==> src/rtl/uart_pkg.sv <==
`default_nettype none
// ============================================================================
// Module  : uart_pkg
// Brief   : Shared constants and state encoding for the UART TX arbiter.
// Revision: 1.0 - initial release
// ============================================================================
package uart_pkg;

  localparam int c_byte_w           = 8;
  localparam int c_idle_timeout_def = 125_000;

  localparam logic [0:0] c_st_idle   = 1'b0;
  localparam logic [0:0] c_st_locked = 1'b1;

  typedef enum logic [0:0] {
    IDLE   = c_st_idle,
    LOCKED = c_st_locked
  } state_t;

endpackage
`default_nettype wire

==> src/rtl/rr_pick.sv <==
`default_nettype none
// ============================================================================
// Module  : rr_pick
// Brief   : Combinational round-robin picker; searches upward from i_last+1.
// Revision: 1.0 - initial release
// ============================================================================
module rr_pick
  import uart_pkg::*;
#(
  parameter int NUM_REQ = 4,
  parameter int ID_W    = 2
) (
  input  logic [NUM_REQ-1:0] i_req,
  input  logic [ID_W-1:0]    i_last,
  output logic [ID_W-1:0]    o_idx,
  output logic               o_any
);

  logic [ID_W-1:0] w_cand;

  // Walk the ring from farthest to nearest so the nearest requester wins.
  always_comb begin
    o_idx  = '0;
    o_any  = 1'b0;
    w_cand = '0;
    for (int k = NUM_REQ; k >= 1; k--) begin
      w_cand = ID_W'((int'(i_last) + k) % NUM_REQ);
      if (i_req[w_cand]) begin
        o_idx = w_cand;
        o_any = 1'b1;
      end
    end
  end

endmodule
`default_nettype wire

==> src/rtl/uart_tx_arbiter.sv <==
`default_nettype none
// ============================================================================
// Module  : uart_tx_arbiter
// Brief   : Message-locked round-robin arbiter sharing one UART TX byte port.
// Revision: 1.0 - initial release
// ============================================================================
module uart_tx_arbiter
  import uart_pkg::*;
#(
  parameter int NUM_REQ      = 4,
  parameter int ID_W         = 2,
  parameter int IDLE_TIMEOUT = c_idle_timeout_def
) (
  input  logic                        clk,
  input  logic                        reset,
  input  logic [NUM_REQ*c_byte_w-1:0] req_data_i,
  input  logic [NUM_REQ-1:0]          req_valid_i,
  input  logic [NUM_REQ-1:0]          req_last_i,
  output logic [NUM_REQ-1:0]          req_ready_o,
  output logic [c_byte_w-1:0]         tx_data_o,
  output logic                        tx_valid_o,
  input  logic                        tx_ready_i,
  output logic [ID_W-1:0]             grant_id_o,
  output logic                        busy_o,
  output logic                        timeout_o
);

  localparam int c_cnt_w = (IDLE_TIMEOUT > 2) ? $clog2(IDLE_TIMEOUT) : 1;
  localparam logic [c_cnt_w-1:0] c_cnt_max =
      c_cnt_w'((IDLE_TIMEOUT > 0) ? (IDLE_TIMEOUT - 1) : 0);

  state_t              r_state;
  state_t              w_state_nxt;
  logic [ID_W-1:0]     r_grant_id;
  logic [c_byte_w-1:0] r_tx_data;
  logic                r_tx_valid;
  logic [c_cnt_w-1:0]  r_cnt;
  logic                r_timeout;

  logic [c_byte_w-1:0] w_bytes [NUM_REQ];
  logic [ID_W-1:0]     w_pick_idx;
  logic                w_pick_any;
  logic                w_locked;
  logic                w_ready_g;
  logic                w_valid_g;
  logic                w_accept;
  logic                w_acc_last;
  logic                w_expire;

  for (genvar i = 0; i < NUM_REQ; i++) begin : g_unpack
    assign w_bytes[i] = req_data_i[c_byte_w*i +: c_byte_w];
  end

  rr_pick #(
    .NUM_REQ (NUM_REQ),
    .ID_W    (ID_W)
  ) u_rr_pick (
    .i_req  (req_valid_i),
    .i_last (r_grant_id),
    .o_idx  (w_pick_idx),
    .o_any  (w_pick_any)
  );

  assign w_locked   = (r_state == LOCKED);
  assign w_valid_g  = req_valid_i[r_grant_id];
  assign w_ready_g  = w_locked && (!r_tx_valid || tx_ready_i);
  assign w_accept   = w_ready_g && w_valid_g;
  assign w_acc_last = w_accept && req_last_i[r_grant_id];
  // Expiry only on an idle cycle, so a simultaneous last byte always wins.
  assign w_expire   = (IDLE_TIMEOUT != 0) && w_locked && !w_valid_g &&
                      (r_cnt == c_cnt_max);

  always_comb begin
    req_ready_o = '0;
    if (w_ready_g) begin
      req_ready_o[r_grant_id] = 1'b1;
    end
  end

  always_comb begin
    w_state_nxt = r_state;
    case (r_state)
      IDLE:    if (w_pick_any) w_state_nxt = LOCKED;
      LOCKED:  if (w_acc_last || w_expire) w_state_nxt = IDLE;
      default: w_state_nxt = IDLE;
    endcase
  end

  always_ff @(posedge clk or negedge reset) begin
    if (!reset) begin
      r_state <= IDLE;
    end else begin
      r_state <= w_state_nxt;
    end
  end

  always_ff @(posedge clk or negedge reset) begin
    if (!reset) begin
      r_grant_id <= ID_W'(NUM_REQ - 1);
    end else if ((r_state == IDLE) && w_pick_any) begin
      r_grant_id <= w_pick_idx;
    end
  end

  // Output buffer is independent of the FSM so a held byte survives exit.
  always_ff @(posedge clk or negedge reset) begin
    if (!reset) begin
      r_tx_data  <= '0;
      r_tx_valid <= 1'b0;
    end else if (w_accept) begin
      r_tx_data  <= w_bytes[r_grant_id];
      r_tx_valid <= 1'b1;
    end else if (tx_ready_i) begin
      r_tx_valid <= 1'b0;
    end
  end

  always_ff @(posedge clk or negedge reset) begin
    if (!reset) begin
      r_cnt     <= '0;
      r_timeout <= 1'b0;
    end else begin
      r_timeout <= w_expire;
      if (!w_locked || w_accept || w_expire) begin
        r_cnt <= '0;
      end else if (!w_valid_g && (IDLE_TIMEOUT != 0)) begin
        r_cnt <= r_cnt + 1'b1;
      end
    end
  end

  assign tx_data_o  = r_tx_data;
  assign tx_valid_o = r_tx_valid;
  assign grant_id_o = r_grant_id;
  assign busy_o     = w_locked;
  assign timeout_o  = r_timeout;

endmodule
`default_nettype wire

==> config.mk <==
export PLATFORM = sky130hd
export DESIGN_NAME = uart_tx_arbiter
export DESIGN_NICKNAME = d
export VERILOG_FILES = /design/src/rtl/uart_pkg.sv /design/src/rtl/rr_pick.sv /design/src/rtl/uart_tx_arbiter.sv
export SDC_FILE = /design/constraint.sdc
export NUM_CORES = 1
export LEC_CHECK = 0
export ABC_CLOCK_PERIOD_IN_PS = 3100
export CAP_MARGIN = 40
export CORE_MARGIN = 5
export CORE_UTILIZATION = 45
export CTS_CLUSTER_DIAMETER = 100
export DETAILED_ROUTE_END_ITERATION = 10
export GPL_TIMING_DRIVEN = 0
export HOLD_SLACK_MARGIN = 0.15
export PLACE_DENSITY = 0.79
export REMOVE_ABC_BUFFERS = 1
export SLEW_MARGIN = 30
export SYNTH_ARGS = -nofsm -noshare
export SYNTH_HDL_FRONTEND = slang
export SYNTH_HIERARCHICAL = 1
export SYNTH_SLANG_ARGS = --single-unit
==> constraint.sdc <==
create_clock -name clk -period 3.1 [get_ports clk]
set_input_delay 0.31 -clock clk [delete_from_list [all_inputs] [get_ports clk]]
set_output_delay 0.31 -clock clk [all_outputs]
set_load 0.01 [all_outputs]
==> run metrics <==
GR Overflow Total=0; Max clock buf depth=2; worst relative slew slack=0.569; synthesis-to-finish area growth=40.2%; library cells used by synthesis=37; nets=267; # rows=22; Routed WL=roughly 4300 um; CTS Root Cell=clkbuf_8; synthesized cell area=roughly 0.0018 mm^2; post-synthesis average cell area=approximately 11 um^2; Setup-failing EPs final=0; WP buf/inv=0; crit-path cells=mux4_2, or3_1, or4_1, a21oi_1; Initial Util=0.475; Net Sw Frac=0.354; IO buf count=59; crit end category=flip-flop; DRC viols=0; CP max stage delay=830 ps; DP HPWL=3400 um; CTS Sinks=30; GRT met1 Usage=0.204; MaxCap Viol Count=0; crit-path max FO=19; cell count after placement=~260; YS warnings=6; Tcrit/Tclk final=0.927; dominant synthesized flop cell=dfrtp_1; CTS clk-pin slew, worst paths=60 ps; ys async rst share=1.00; slowest CP cell=dfstp_2; Layout Cells excl Fill=272; Reg2Reg Depth=4; Cells on Worst Hold Path=1; Post-synth EDFFs=0; clock network power share=0.162; PD cells=around 740 mW/mm^2; largest net degree at the start of global routing=31; fin crit period=2870 ps; leak pwr=roughly 0.93 nW; Hold Slack=506 ps; core area=0.00372 mm^2; met2 Track Usage GR=0.301; vias in the first global route=1678; Via density=roughly 5.7; Die W=72.6 um; die extent in y=72.6 um; Placed Area=~0.0024 mm^2; P_int=approximately 1.2 mW; Antenna Cells=0; Vias=roughly 1500; status=completed; RD Place Congestion=0.816; Logic pwr share=0.473; Antenna Nets Post-Route=0; post-route cell area=approximately 0.0025 mm^2; cell family with most CP delay=simple AND/OR/NAND/NOR gates; Seq pwr share=0.365; Global Route Usage Sum=0.180; first-pass GRT wire length=7390 um; maximum VDD drop=0.415 mV; WP depth=4; initial antenna violation count=0; post-route setup TNS=0 ps; drt first pass iters=4; met3 Usage GRT=0.0882; Skew-Pair Late Insertion Delay=approximately 280 ps; pre-CTS setup slack=around 140 ps; sequential fraction of the synthesis area=0.427; Setup crit start kind=flip-flop; num ports=60; share of cells above drive strength 1=0.147; setup slack after layout=226 ps; clock skew=4.09 ps; fin util=0.666; grt peak-use layer=met2; worst-margin pin slew=around 650 ps; total power=1.82 mW; crit path kind=reg2reg; Net Sw Power=about 640 uW; drt initial violations=89; Slew Limit Fails=0; setup repair bufs after CTS=0; WP data required=3290 ps; Final Hold Viols=0; H-tree Lvls=2; CP arrival=3060 ps; hold crit path type=reg2reg; die area=0.00527 mm^2; RSZ-0062 raised after global routing=no; DR WL/cell=15.9 um; Synth Register Bits=30; Post-Synthesis Cells=approximately 160; CTS Buf Count=5; Fmax=348 MHz; CTS tree=yes
-- worst paths after layout --
check	endpoint	start	slack, ps
worst max-delay path	r_cnt[12]	grant_id_o[0]	230
worst min-delay path	tx_data_o[0]	tx_data_o[0]	510
worst max register to register	r_cnt[12]	grant_id_o[0]	230
worst min register to register	tx_data_o[0]	tx_data_o[0]	510
max in group asynchronous	r_cnt[8]	reset	2090
min in group asynchronous	r_cnt[15]	reset	590
-- flip-flops by register name (all words and copies together), names as in the netlist --
| register | count |
|---|---|
| busy_o | 1 |
| grant_id_o | 2 |
| r_cnt | 17 |
| timeout_o | 1 |
| tx_data_o | 8 |
| tx_valid_o | 1 |
-- timing repair --
action / 4_1_cts / 5_1_grt
hold buffers: 1 / 0
endpoints found under the setup margin: 0 / 13
hold endpoints to repair: 28 / 0
gates resized for setup: 0 / 2
-- power groups by stage --
stage | logic (mW) | clock network, mW | registers [mW]
after floorplan | 0.466 | 0 | 0.670
after detailed placement | 0.854 | 0 | 0.669
after global routing | 0.941 | 0.323 | 0.695
after CTS | 0.860 | 0.305 | 0.665
final | 0.861 | 0.294 | 0.665
after global placement | 0.835 | 0 | 0.654
-- Yosys cell counts (2+ instances only) --
master     n  share of area
nor4_1     4          0.014
or3_1      6          0.021
nor3_1     3         0.0085
nor3b_1    2         0.0085
clkbuf_1   5          0.011
inv_1      7          0.015
a21oi_1   10          0.028
nand2_1   11          0.023
or4_1      3          0.013
mux4_2    10           0.13
or4_4      2          0.013
nand3_1    5          0.014
nor2b_1    2         0.0071
xnor2_1    6          0.030
nor4bb_1   2          0.011
nand4_1    3          0.011
o31ai_1    3          0.013
a31oi_1    2         0.0071
dfrtp_1   28           0.40
nor2_1    14          0.030
dfstp_2    2          0.030
o21ai_0    5          0.014
mux2_2    10          0.064
nand2b_1   4          0.014
and4_1     2         0.0099
-- routing by layer --
metal	part of all wire	routed length, um	up-vias
met4	0.011	47	0
met3	0.10	443	7
met5	0	0	-
met1	0.40	1730	735
met2	0.49	2110	69
li1	-	-	730
-- layout by cell type, fill, tap and decap left out --
master	n
nand4_1	3
nor2b_1	2
nor3b_1	2
nor4_1	4
xnor2_1	6
nor4bb_1	2
a21oi_1	10
a21oi_2	1
o21bai_1	1
xor2_1	1
mux2_2	10
a31oi_1	2
o221ai_2	1
clkbuf_8	5
or4_4	2
o31ai_1	3
o21ai_1	1
or3_1	6
nor3_1	3
inv_1	7
dlygate4sd3_1	1
mux2i_1	1
ha_1	1
buf_2	1
and4_1	2
mux4_2	10
dfstp_2	2
or4_1	3
o21ai_0	4
clkdlybuf4s50_1	58
o211ai_4	1
a311oi_1	1
clkbuf_1	3
nand2_1	11
nand2b_1	4
dfrtp_1	28
and2b_1	1
a211oi_1	1
nor2_1	14
nand3_1	5
-- layout make-up --
class,instances,area (um^2)
fill,293,1240
multi-input combinational,119,958
sequential,30,753
timing repair buffer,60,596
clock buffer,8,80.1
tap,48,60.1
inverter,7,26.3
-- cells by family (layout without fill, tap and decap cells) --
kind of cell    Yosys count  after routing  synth area share
simple gates             64             64             0.203
mux                      21             21             0.197
buf+inv                  14             75            0.0348
compound gates           26             26            0.0965
flops                    30             30             0.427
xor+xnor                  7              7            0.0348
fa+ha+maj                 1              1           0.00709
Power figures use the tool's default switching activity.
